### config.mk
export PLATFORM = sky130hd
export DESIGN_NAME = uart_tx_queue
export DESIGN_NICKNAME = d
export VERILOG_FILES = /design/src/rtl/uart_tx_queue.sv
export SDC_FILE = /design/constraint.sdc
export NUM_CORES = 1
export LEC_CHECK = 0
export CORE_MARGIN = 4
export CORE_UTILIZATION = 45
export DETAILED_ROUTE_END_ITERATION = 6
export SLEW_MARGIN = 20
export SYNTH_ARGS = -nofsm -noshare
export SYNTH_HDL_FRONTEND = slang
export SYNTH_SLANG_ARGS = --single-unit
### constraint.sdc
create_clock -name CLK -period 4.7 [get_ports CLK]
set_input_delay 0.47 -clock CLK [delete_from_list [all_inputs] [get_ports CLK]]
set_output_delay 0.47 -clock CLK [all_outputs]
set_load 0.01 [all_outputs]
### src/rtl/uart_tx_queue.sv
`default_nettype none
// ============================================================================
// Module   : uart_tx_queue
// Purpose  : Transmit-side byte queue and pacer in front of the UART
//            transmitter. Bytes pushed by the monitor are buffered in a
//            circular queue and handed to the UART one at a time. Each byte
//            waits for the UART busy handshake plus a programmable gap.
// Ports    : CLK               system clock
//            reset             synchronous, active-low reset
//            i_push            one-cycle write strobe
//            i_data_in         byte to enqueue (sampled when i_push=1)
//            o_full            queue holds 2^ADDR_WIDTH bytes
//            o_empty           queue holds 0 bytes
//            o_level           current occupancy
//            o_overflow        sticky: a push was dropped while full
//            o_busy            queue non-empty or pacer not idle
//            o_tx_byte         byte presented to the UART
//            o_transmit        one-cycle start pulse to the UART
//            i_is_transmitting UART busy flag
// Revision : 1.0 - initial release
// ============================================================================
module uart_tx_queue #(
    parameter int          ADDR_WIDTH    = 4,
    parameter logic [15:0] GAP_CYCLES    = 16'h0fff,
    parameter logic [15:0] START_TIMEOUT = 16'h00ff
) (
    input  logic                  CLK,
    input  logic                  reset,
    input  logic                  i_push,
    input  logic [7:0]            i_data_in,
    output logic                  o_full,
    output logic                  o_empty,
    output logic [ADDR_WIDTH:0]   o_level,
    output logic                  o_overflow,
    output logic                  o_busy,
    output logic [7:0]            o_tx_byte,
    output logic                  o_transmit,
    input  logic                  i_is_transmitting
);

    localparam int              c_DEPTH_INT = 1 << ADDR_WIDTH;
    localparam logic [ADDR_WIDTH:0] c_DEPTH = (ADDR_WIDTH+1)'(c_DEPTH_INT);

    typedef enum logic [2:0] {
        ST_IDLE       = 3'd0,
        ST_KICK       = 3'd1,
        ST_WAIT_START = 3'd2,
        ST_WAIT_DONE  = 3'd3,
        ST_GAP        = 3'd4
    } state_t;

    logic [7:0]            r_mem [0:c_DEPTH_INT-1];
    logic [ADDR_WIDTH:0]   r_wr_ptr;
    logic [ADDR_WIDTH:0]   r_rd_ptr;
    logic                  r_overflow;
    logic [7:0]            r_tx_byte;
    logic                  r_transmit;
    logic [15:0]           r_timer;
    state_t                r_state;

    logic [ADDR_WIDTH:0]   w_level;
    logic                  w_full;
    logic                  w_empty;
    logic                  w_wr_en;
    logic                  w_pop;
    logic                  w_transmit_next;
    logic [15:0]           w_timer_next;
    state_t                w_state_next;

    // Pointers carry one extra wrap bit so full and empty are distinguishable
    // purely from their difference.
    assign w_level = r_wr_ptr - r_rd_ptr;
    assign w_full  = (w_level == c_DEPTH);
    assign w_empty = (w_level == '0);
    // Full is judged on registered pointers: a pop in the same cycle does not
    // make room for a push.
    assign w_wr_en = i_push & ~w_full;

    // Queue storage has no reset; resetting the pointers discards contents.
    always_ff @(posedge CLK) begin
        if (w_wr_en) begin
            r_mem[r_wr_ptr[ADDR_WIDTH-1:0]] <= i_data_in;
        end
    end

    always_comb begin
        w_state_next    = r_state;
        w_timer_next    = r_timer;
        w_pop           = 1'b0;
        w_transmit_next = 1'b0;
        case (r_state)
            ST_IDLE: begin
                if (!w_empty && !i_is_transmitting) begin
                    w_pop        = 1'b1;
                    w_state_next = ST_KICK;
                end
            end
            ST_KICK: begin
                w_transmit_next = 1'b1;
                w_timer_next    = START_TIMEOUT;
                w_state_next    = ST_WAIT_START;
            end
            ST_WAIT_START: begin
                if (i_is_transmitting) begin
                    w_state_next = ST_WAIT_DONE;
                end else if (r_timer == 16'd0) begin
                    // UART never acknowledged; the byte is abandoned, not retried.
                    w_timer_next = GAP_CYCLES;
                    w_state_next = ST_GAP;
                end else begin
                    w_timer_next = r_timer - 16'd1;
                end
            end
            ST_WAIT_DONE: begin
                if (!i_is_transmitting) begin
                    w_timer_next = GAP_CYCLES;
                    w_state_next = ST_GAP;
                end
            end
            ST_GAP: begin
                if (r_timer == 16'd0) begin
                    w_state_next = ST_IDLE;
                end else begin
                    w_timer_next = r_timer - 16'd1;
                end
            end
            default: begin
                w_state_next = ST_IDLE;
                w_timer_next = 16'd0;
            end
        endcase
    end

    always_ff @(posedge CLK) begin
        if (!reset) begin
            r_state    <= ST_IDLE;
            r_timer    <= 16'd0;
            r_wr_ptr   <= '0;
            r_rd_ptr   <= '0;
            r_overflow <= 1'b0;
            r_tx_byte  <= 8'h00;
            r_transmit <= 1'b0;
        end else begin
            r_state    <= w_state_next;
            r_timer    <= w_timer_next;
            r_transmit <= w_transmit_next;
            if (w_wr_en) begin
                r_wr_ptr <= r_wr_ptr + 1'b1;
            end
            if (i_push && w_full) begin
                r_overflow <= 1'b1;
            end
            if (w_pop) begin
                r_tx_byte <= r_mem[r_rd_ptr[ADDR_WIDTH-1:0]];
                r_rd_ptr  <= r_rd_ptr + 1'b1;
            end
        end
    end

    assign o_full     = w_full;
    assign o_empty    = w_empty;
    assign o_level    = w_level;
    assign o_overflow = r_overflow;
    assign o_busy     = ~w_empty | (r_state != ST_IDLE);
    assign o_tx_byte  = r_tx_byte;
    assign o_transmit = r_transmit;

endmodule
`default_nettype wire

==> results.md <==
- Status: finished, final reports clean
- Fill cells: 1328
- Post-CTS setup buffer count: 0
- Routed WL per cell: 21.2 um
- CTS max path bufs: 2
- Critical Path AT: 3.53 ns
- Fraction of layout cells with a size suffix above 1: 15.3%
- Routed vias: 4511
- GR peak layer: met2
- Detailed Route WL: 16500 um
- Register area: 0.00463 mm^2
- Die Span X: 135 um
- Worst R2R Setup Slack: 1.02 ns
- Vias in the first global route: 4375
- Design Area, Final: 0.00835 mm^2
- Cts repair resizes: 0
- CTS root buffer: clkbuf_16
- CP cell instances: buf_4, clkinv_1, ha_1, nand3b_1, a211o_2, a211oi_4, clkdlybuf4s50_1
- Cell taking the most area after synthesis: edfxtp_1
- WP buf/inv: 3
- Die footprint: 0.0183 mm^2
- Antenna violations before repair: 0
- Yosys Warn Count: 0
- Port buffer count: 29
- First-pass GRT wire length: 25800 um
- Starting DRT DRC Count: 359
- CP max stage delay: 0.61 ns
- Post-CTS Hold Buffers: 0
- Worst slack, placed: 1.08 ns
- GR Overflow Total: 0
- Relative slew slack: 37.8%
- Clock latency on the worst-skew pair: 0.42 ns
- Final setup vio count: 0
- Worst hold path type: reg2reg
- Number of synthesized flops with an enable pin: 128
- Tmin final: 4.00 ns
- All-Layer GR Usage: 19.1%
- Clock slew at reported path FFs: 0.06 ns
- Met2 usage: 28.9%
- Routability cong.: 0.854
- Leak Pwr: 2.77 nW
- Ys async rst share: 0%
- WHS Path Cells: 2
- Most used DFF post-synth: edfxtp_1
- Grt met1 use: 28.0%
- Synthesized area: 0.00727 mm^2
- CTS Sinks: 167
- CTS tree: built
- HPWL after DPL: 11200 um
- Layout Nets: 575
- Worst slew pin tran: 0.931 ns
- Critical-path maximum fanout: 28
- DIE HEIGHT: 135 um
- Synthesized area per cell: 14.0 um^2
- Top cells by area, synth: edfxtp_1 53%, dfxtp_1 11%, mux4_2 9.9%
- Post-synthesis cell type count: 60
- Fin. max-slew vios: 0
- Placed instance area: 0.00776 mm^2
- Core area: 0.0159 mm^2
- CP delay by family, top: buffers and inverters
- Layout area overhead: 14.9%
- Total CTS buffers: 17
- Sequential area share after synthesis: 63.6%
- Initial Utilization: 45.8%
- Final hold violations: 0
- Top cell type's share of synthesized area: 52.9%
- Mapped Cells: 521
- Setup crit end kind: primary output
- Worst Clk Skew: 0.00705 ns
- Syn Nets: 545
- Setup TNS: 0 ns
- H-tree depth: 4
- Routed Antenna Nets: 0
- CP Class: reg2out
- Multi-input logic area: 0.00246 mm^2
- IO Count: 30
- Fmax achieved: 250 MHz
- Crit path required time: 4.23 ns
- Largest net degree at the start of global routing: 37
- Post-route clock period utilization: 85.0%
- Seq cells post-synth: 167
- Site Rows: 46
- Worst vdd ir: 0.000308 V
- Post-DR vias/cell: 5.79
- Startpoint Class: register
- Met3 usage: 4.10%
- DR pass1 iterations: 5
- Final worst-path setup slack: 0.703 ns
- Worst path slowest cell: clkdlybuf4s50_1
- Cells on worst reg2reg path: 8
- Unrepaired setup endpoints after global routing: false
- Antenna Cells: 0
- Max Cap Viol: 0
- PwrDens: 601 mW/mm^2
- DRC: 0
- Critical path depth in cells: 7
==> layer usage <==
| layer | wire (um) | vias to the layer above | part of all wire, % |
|---|---|---|---|
| li1 | - | 2066 | - |
| met1 | 7520 | 2238 | 45 |
| met2 | 7640 | 193 | 46 |
| met3 | 1210 | 14 | 7.3 |
| met4 | 184 | 0 | 1.1 |
| met5 | 0 | - | 0 |
==> worst register-to-register path, delay by kind of cell (launching register included) <==
kind	cells	cell delay [ns]
AO/OA/AOI/OAI	2	0.58
flip-flops	1	0.32
buffers and inverters	2	0.69
AND/OR/NAND/NOR	3	1.24
adder cells (fa/ha/maj)	1	0.51
==> cells by family (layout without fill, tap and decap cells) <==
logic type / Yosys count / after routing / synth area share [%]
simple gates: 160 / 160 / 11.7
compound gates: 94 / 94 / 8.31
xor+xnor: 3 / 3 / 0.465
fa+ha+maj: 12 / 12 / 2.17
buf+inv: 44 / 86 / 2.60
mux: 41 / 41 / 11.2
flops: 167 / 167 / 63.6
==> Yosys cell counts (all sizes together), types with 8 or more instances <==
| cell | n |
|---|---|
| inv | 17 |
| o21ai | 15 |
| clkbuf | 11 |
| nor2 | 23 |
| nand2b | 8 |
| a31oi | 8 |
| a21oi | 40 |
| mux2i | 9 |
| and3 | 13 |
| ha | 11 |
| o22ai | 10 |
| buf | 13 |
| mux4 | 32 |
| nand2 | 64 |
| or3 | 8 |
| nor3 | 11 |
| edfxtp | 128 |
| dfxtp | 39 |
==> flip-flops by register name, summed over array words and instances, names as in the netlist <==
register	count
r_mem	128
r_timer	16
o_tx_byte	8
r_rd_ptr	5
r_wr_ptr	5
r_state	3
o_overflow	1
o_transmit	1
==> worst paths after layout <==
kind,from,endpoint
setup / recovery,r_rd_ptr[2],o_full
hold / removal,o_overflow,o_overflow
setup reg to reg,r_rd_ptr[2],r_mem[8][2]
hold reg to reg,o_overflow,o_overflow
==> metrics by stage <==
stage | instances | power (W) | util, % | hold WS (ns)
after floorplan | 521 | 0.00311 | - | 0.450
after global placement | 748 | 0.00363 | 48.9 | 0.459
after detailed placement | 748 | 0.00365 | 48.9 | 0.468
after CTS | 779 | 0.00505 | 52.6 | 0.483
after global routing | 779 | 0.00529 | 52.6 | 0.506
final | 779 | 0.00502 | 52.6 | 0.474
==> power by group <==
part | internal (W) | switching, W | leakage, nW
logic | 0.000794 | 0.00103 | 1.02
registers | 0.00171 | 0.0000903 | 1.47
clock network | 0.000797 | 0.000593 | 0.283
total | 0.00330 | 0.00172 | 2.77
==> placed cells by master, fill, tap and decap left out, drive strengths merged, types with 3 or more instances in the layout <==
master,netlist,final
clkdlybuf4s50,0,29
edfxtp,128,128
or3,8,8
buf,13,6
dfxtp,39,39
nand3,4,4
o21ai,15,15
nand2,64,64
nor4,4,4
xor2,3,3
nor3b,3,3
a21oi,40,40
and3,13,13
o22ai,10,10
nand4b,3,3
or4,3,3
o32ai,3,3
nor2b,5,5
nor3,11,11
inv,17,23
ha,11,11
nor2,23,23
nand2b,8,8
mux2i,9,9
clkbuf,11,18
o211ai,7,7
mux4,32,32
a31oi,8,8
clkinv,3,6
==> layout make-up <==
type,count,share of cell area (%)
Clock inverter,13,1.93
Tap cell,216,3.24
Clock buffer,18,5.14
Inverter,20,0.899
Multi-Input combinational cell,310,29.4
Timing Repair Buffer,35,4.01
Sequential cell,167,55.4
Power figures use the tool's default switching activity.
